--- src/rtl/bt656_pkg.sv ---
// Shared types and constants for the BT.656 decoder.
// Build option: define BT656_PROTECT_CHECK_EN to validate the XY protection bits.
package bt656_pkg;

    // Decoder FSM states: HUNT/Z1/Z2/XY locate the timing code, ACTIVE/SKIP follow it
    typedef enum logic [2:0] {
        ST_HUNT   = 3'd0,
        ST_Z1     = 3'd1,
        ST_Z2     = 3'd2,
        ST_XY     = 3'd3,
        ST_ACTIVE = 3'd4,
        ST_SKIP   = 3'd5
    } state_e;

    // Position of the current byte inside a Cb-Y0-Cr-Y1 pair
    typedef enum logic [1:0] {
        PH_CB = 2'd0,
        PH_Y0 = 2'd1,
        PH_CR = 2'd2,
        PH_Y1 = 2'd3
    } phase_e;

    localparam logic [7:0] TRS_FF = 8'hFF;
    localparam logic [7:0] TRS_00 = 8'h00;

    // Expected protection nibble {P3,P2,P1,P0} for a given F/V/H
    function automatic logic [3:0] protect_bits(input logic f, input logic v, input logic h);
        return {v ^ h, f ^ h, f ^ v, f ^ v ^ h};
    endfunction

endpackage

--- src/rtl/bt656_trs_detect.sv ---
// Timing reference detection: FF,00,00 preamble tracking and XY flag decode.
// Build option: BT656_PROTECT_CHECK_EN adds the XY[3:0] protection check.
module bt656_trs_detect
    import bt656_pkg::*;
(
    input  state_e      state_i,
    input  logic [7:0]  byte_i,
    output state_e      next_o,
    output logic        xy_ok_o,
    output logic        xy_err_o,
    output logic        f_o,
    output logic        v_o,
    output logic        h_o
);

    logic prot_ok;
    logic xy_valid;

`ifdef BT656_PROTECT_CHECK_EN
    assign prot_ok = (byte_i[3:0] == protect_bits(byte_i[6], byte_i[5], byte_i[4]));
`else
    logic unused_prot_bits;
    assign unused_prot_bits = ^byte_i[3:0];
    assign prot_ok          = 1'b1;
`endif

    assign f_o      = byte_i[6];
    assign v_o      = byte_i[5];
    assign h_o      = byte_i[4];
    assign xy_valid = byte_i[7] & prot_ok;
    assign xy_ok_o  = (state_i == ST_XY) &  xy_valid;
    assign xy_err_o = (state_i == ST_XY) & ~xy_valid;

    // Preamble walk and the branch taken on the XY byte
    always_comb begin
        next_o = ST_HUNT;
        case (state_i)
            ST_HUNT: next_o = (byte_i == TRS_FF) ? ST_Z1 : ST_HUNT;
            ST_Z1: begin
                if (byte_i == TRS_00)      next_o = ST_Z2;
                else if (byte_i == TRS_FF) next_o = ST_Z1;
                else                       next_o = ST_HUNT;
            end
            ST_Z2: begin
                if (byte_i == TRS_00)      next_o = ST_XY;
                else if (byte_i == TRS_FF) next_o = ST_Z1;
                else                       next_o = ST_HUNT;
            end
            ST_XY: begin
                if (!xy_valid || h_o) next_o = ST_HUNT;
                else if (v_o)         next_o = ST_SKIP;
                else                  next_o = ST_ACTIVE;
            end
            default: next_o = ST_HUNT;
        endcase
    end

endmodule

--- src/rtl/bt656_decoder.sv ---
// BT.656 byte-stream decoder: timing-code tracking, pixel pair assembly,
// line/field counters and error strobes.
// Build option: BT656_PROTECT_CHECK_EN enables the XY protection check.
module bt656_decoder
    import bt656_pkg::*;
#(
    parameter int MAX_PAIRS = 360,
    parameter int LINE_W    = 10
) (
    input  logic              LLC1,
    input  logic              RESET,
    input  logic [7:0]        P15_8,
    output logic [7:0]        cb,
    output logic [7:0]        y0,
    output logic [7:0]        cr,
    output logic [7:0]        y1,
    output logic              pair_valid,
    output logic [LINE_W-1:0] pair_x,
    output logic [LINE_W-1:0] line_cnt,
    output logic              field,
    output logic              vblank,
    output logic              line_start,
    output logic              field_start,
    output logic              sync_err,
    output state_e            dbg_state_o
);

    localparam logic [LINE_W-1:0] PAIR_LIMIT = LINE_W'(MAX_PAIRS);

    state_e            state_q, state_d, det_next;
    phase_e            phase_q;
    logic [7:0]        cb_q, y0_q, cr_q, y1_q;
    logic              pair_valid_q, line_start_q, field_start_q, sync_err_q;
    logic [LINE_W-1:0] pair_x_q, line_cnt_q;
    logic              field_q, vblank_q, first_q;
    logic              xy_ok, xy_err, xy_f, xy_v, xy_h;
    logic              is_ff, take_byte, pair_done, err_d, sav_active;

    assign is_ff = (P15_8 == TRS_FF);

    bt656_trs_detect u_trs (
        .state_i  (state_q),
        .byte_i   (P15_8),
        .next_o   (det_next),
        .xy_ok_o  (xy_ok),
        .xy_err_o (xy_err),
        .f_o      (xy_f),
        .v_o      (xy_v),
        .h_o      (xy_h)
    );

    // FSM state register
    always_ff @(posedge LLC1 or posedge RESET) begin
        if (RESET) state_q <= ST_HUNT;
        else       state_q <= state_d;
    end

    // Next state: ACTIVE/SKIP handled here, preamble states by the detector
    always_comb begin
        state_d = det_next;
        case (state_q)
            ST_ACTIVE: begin
                if (is_ff)                      state_d = ST_Z1;
                else if (pair_x_q == PAIR_LIMIT) state_d = ST_HUNT;
                else                            state_d = ST_ACTIVE;
            end
            ST_SKIP: state_d = is_ff ? ST_Z1 : ST_SKIP;
            default: state_d = det_next;
        endcase
    end

    // Per-cycle controls; an FF in ACTIVE outranks the pair-count overflow
    always_comb begin
        take_byte  = 1'b0;
        pair_done  = 1'b0;
        err_d      = 1'b0;
        sav_active = 1'b0;
        case (state_q)
            ST_XY: begin
                err_d      = xy_err;
                sav_active = xy_ok & ~xy_h & ~xy_v;
            end
            ST_ACTIVE: begin
                if (is_ff) begin
                    err_d = (phase_q != PH_CB);
                end else if (pair_x_q == PAIR_LIMIT) begin
                    err_d = 1'b1;
                end else begin
                    take_byte = 1'b1;
                    pair_done = (phase_q == PH_Y1);
                end
            end
            default: ;
        endcase
    end

    // Pixel byte capture, pair strobe and pair index (advances after the strobe)
    always_ff @(posedge LLC1 or posedge RESET) begin
        if (RESET) begin
            phase_q      <= PH_CB;
            cb_q         <= '0;
            y0_q         <= '0;
            cr_q         <= '0;
            y1_q         <= '0;
            pair_valid_q <= 1'b0;
            pair_x_q     <= '0;
        end else begin
            pair_valid_q <= pair_done;
            phase_q      <= take_byte ? phase_e'(phase_q + 2'd1) : PH_CB;
            if (take_byte) begin
                case (phase_q)
                    PH_CB: cb_q <= P15_8;
                    PH_Y0: y0_q <= P15_8;
                    PH_CR: cr_q <= P15_8;
                    PH_Y1: y1_q <= P15_8;
                    default: ;
                endcase
            end
            if (sav_active)        pair_x_q <= '0;
            else if (pair_valid_q) pair_x_q <= pair_x_q + LINE_W'(1);
        end
    end

    // Field/blanking flags, line counting and the one-cycle strobes
    always_ff @(posedge LLC1 or posedge RESET) begin
        if (RESET) begin
            field_q       <= 1'b0;
            vblank_q      <= 1'b1;
            first_q       <= 1'b1;
            line_cnt_q    <= '0;
            line_start_q  <= 1'b0;
            field_start_q <= 1'b0;
            sync_err_q    <= 1'b0;
        end else begin
            line_start_q  <= sav_active;
            field_start_q <= sav_active & first_q;
            sync_err_q    <= err_d;
            if (xy_ok) begin
                field_q  <= xy_f;
                vblank_q <= xy_v;
            end
            if (sav_active) begin
                line_cnt_q <= first_q ? '0 : line_cnt_q + LINE_W'(1);
                first_q    <= 1'b0;
            end else if (xy_ok && xy_v) begin
                first_q <= 1'b1;
            end
        end
    end

    assign cb          = cb_q;
    assign y0          = y0_q;
    assign cr          = cr_q;
    assign y1          = y1_q;
    assign pair_valid  = pair_valid_q;
    assign pair_x      = pair_x_q;
    assign line_cnt    = line_cnt_q;
    assign field       = field_q;
    assign vblank      = vblank_q;
    assign line_start  = line_start_q;
    assign field_start = field_start_q;
    assign sync_err    = sync_err_q;
    assign dbg_state_o = state_q;

endmodule

--- config.mk ---
export PLATFORM = sky130hd
export DESIGN_NAME = bt656_decoder
export DESIGN_NICKNAME = d
export VERILOG_FILES = /design/src/rtl/bt656_pkg.sv /design/src/rtl/bt656_trs_detect.sv /design/src/rtl/bt656_decoder.sv
export SDC_FILE = /design/constraint.sdc
export NUM_CORES = 1
export LEC_CHECK = 0
export ABC_CLOCK_PERIOD_IN_PS = 1900
export CAP_MARGIN = 20
export CORE_MARGIN = 10
export CORE_UTILIZATION = 40
export DETAILED_ROUTE_END_ITERATION = 8
export HOLD_SLACK_MARGIN = 0.02
export PLACE_DENSITY_LB_ADDON = 0.2
export SLEW_MARGIN = 40
export SYNTH_ARGS = -nofsm -noshare
export SYNTH_HDL_FRONTEND = slang
export SYNTH_SLANG_ARGS = --single-unit
--- constraint.sdc ---
create_clock -name LLC1 -period 1.9 [get_ports LLC1]
set_clock_uncertainty 0.1 [all_clocks]
set_input_delay 0.19 -clock LLC1 [delete_from_list [all_inputs] [get_ports LLC1]]
set_output_delay 0.19 -clock LLC1 [all_outputs]
set_load 0.02 [all_outputs]
==> reports/results.ini <==
[drt]
drt_iter0_markers = 60
vias_per_cell = 5.04
vias = 2292
detail_route.wl_per_cell_um = 16.1
drt-total-wl_um = 7350
antenna_left = 0
firstDrtPassIters = 4
drc = 0

[run_status]
outcome = finished clean

[final_layout]
n_antenna_cell = 0
area_growth_pct = 48.0
fillers = 632
layout_commonest_cell = clkdlybuf4s50_1
layout_common_cells = 70 x clkdlybuf4s50_1, 59 x dfrtp_1, 33 x buf_4
post-route-util_pct = 60.7
drive_gt1_share_pct = 30.1
layout.nets = 368

[sta]
tightest_slew_ps = 367
rsz0062_at_grt = true
hold_violations = 0
slew_viol_final = 0
setup_slack_ps = 1.62
slew_headroom_pct = 75.3
fin_crit_sh_pct = 99.9
fmax_mhz = 527
fin_crit_ps = 1900
setup_viol = 0

[setup_path]
crit_path_max_fanout = 8
worst_setup_path_end_kind = register
required_ps = 2010
worstSetupPathType = register to register
start_kind = register
crit_arrival_ps = 2010

[placed_design]
dp_hpwl_um = 5230
io_buffers = 70
pre_cts_slack_ps = -245
place_congestion = 0.783

[synthesis]
yosysUniqueCellTypes = 42
synth_top_area_share_pct = 52.5
synth_mux_area_share_pct = 14.6
synth_xor_area_share_pct = 2.07
synth-edff-count = 0
synth_compound_area_share_pct = 5.54
synth_area_leaders = dfrtp_1 52%, mux2_2 8.8%, mux2_4 4.1%, ha_1 3.0%, nand2_1 2.8%
synth-simple-area-share_pct = 17.6
async_reset_ff_share_pct = 100
ys_ff_latch = 64
synth_top_family_by_area = simple AND/OR/NAND/NOR gates
avgSynthCellArea_um2 = 12.1
syn_inst = 244
yosysTopAreaCell = dfrtp_1
synth_fa_ha_area_share_pct = 2.96
netlist_area_mm2 = 0.00296
syn_nets = 261
synth_ff_type = dfrtp_1
ys_warn_count = 0
ys_seq_area_share_pct = 54.2

[power]
p_leak_nw = 1.99
p_per_area_mw_per_mm2 = 1420
total_power_mw = 6.23
ir_drop_v = 0.000779

[clock_network]
ctsRootBufferMaster = clkbuf_8
cts_tree = built
clk_path_buf_depth = 2
cts_hold_buf = 0
cts_buffers = 9
h-tree-depth = 3
clk_latency_ps = 330
cts.sinks = 64
clkTransAtPathRegs_ps = 70

[floorplanning]
die_area_mm2 = 0.0112
ioPinCount = 71
start_util_pct = 41.0
dieWidth_um = 106
core_area_mm2 = 0.00721
rows = 31
dieHeight_um = 106

[grt]
grt-ovfl-total = 0
antenna_found_initial = 0
track_usage_pct = 13.3
grt_pass1_wl_um = 12000
grt_pass1_vias = 2385
grt_max_degree = 65

[worst_hold_path]
hold_path.class = input port to async pin

[run]
cap_violations = 0

## report_power, final
group	switching [mW]	internal [mW]
Combinational	1.33	1.63
Sequential	0.305	1.80
Clock	0.524	0.640
## layer usage
| layer | GRT usage (%) | up-vias | wire (µm) |
|---|---|---|---|
| met5 | 0 | - | 0 |
| met4 | 4.93 | 0 | 97 |
| met3 | 6.64 | 7 | 686 |
| met2 | 20.2 | 76 | 3340 |
| met1 | 15.8 | 1116 | 3220 |
| li1 | - | 1093 | - |
## sequential cells by signal, indices dropped and copies added, names as in the netlist
register	cells
line_cnt	10
pair_x	10
cb	8
cr	8
y0	8
y1	8
dbg_state_o	3
phase_q	2
field	1
field_start	1
first_q	1
line_start	1
pair_valid	1
sync_err	1
vblank	1
## metrics by stage
step / std cells / setup TNS, ps / instance area, µm² / hold slack (ps)
after detailed placement: 434 / -10010 / 4030 / 381
after global placement: 434 / -9690 / 4030 / 379
after CTS: 451 / -282 / 4300 / 196
final: 455 / 0 / 4380 / 194
after floorplan: 244 / -1550 / 3000 / 220
after global routing: 455 / -2560 / 4380 / 220
## worst max-delay path, cell delays in order, from the launching register on
cell and delay (ps):
dfrtp_2 420, inv_2 70, ha_4 110, nor4bb_4 230, nand4_4 260, nand3_4 260, mux2_4 320
## path summary, 6_finish.rpt
| path | from | to | slack [ps] | depth (start not counted) |
|---|---|---|---|---|
| max in group asynchronous | RESET | first_q | 1200 | 3 |
| worst min register to register | vblank | vblank | 390 | 2 |
| worst max-delay path | pair_x[0] | y0[0] | 2 | 6 |
| min in group LLC1 | vblank | vblank | 390 | 2 |
| worst min-delay path | RESET | pair_x[1] | 190 | 3 |
| worst max register to register | pair_x[0] | y0[0] | 2 | 6 |
## final cells by class
| cell class | count | area, µm² | area share [%] |
|---|---|---|---|
| timing repair buffer | 106 | 1000 | 22.8 |
| inverter | 8 | 37.5 | 0.857 |
| multi-input combinational | 162 | 1410 | 32.2 |
| tap | 99 | 124 | 2.83 |
| clock inverter | 5 | 56.3 | 1.29 |
| clock buffer | 11 | 141 | 3.23 |
| sequential | 64 | 1610 | 36.7 |
## cells by family (layout without fill, tap and decap cells)
family | Yosys count | in the layout
xor gates and xnor gates | 7 | 7
buffers and inverters | 18 | 130
and+or+nand+nor | 85 | 85
DFF | 64 | 64
AOI/OAI and AO/OA | 27 | 27
muxes | 36 | 36
adders and majority gates | 7 | 7
## what timing repair did
action / 4_1_cts / 5_1_grt
endpoints found under the setup margin: 37 / 39
resized for setup: 19 / 14
pin swaps: 3 / 5
buffers inserted: 1 / 4
## Yosys cell counts (all sizes together) (5+ instances only)
cell type,instances
buf,5
dfrtp,62
nand4,10
nand2,22
nor3,5
nand3,10
nor2,12
clkbuf,5
ha,7
o21ai,13
mux2,34
inv,8
a21oi,6
Power figures use the tool's default switching activity.
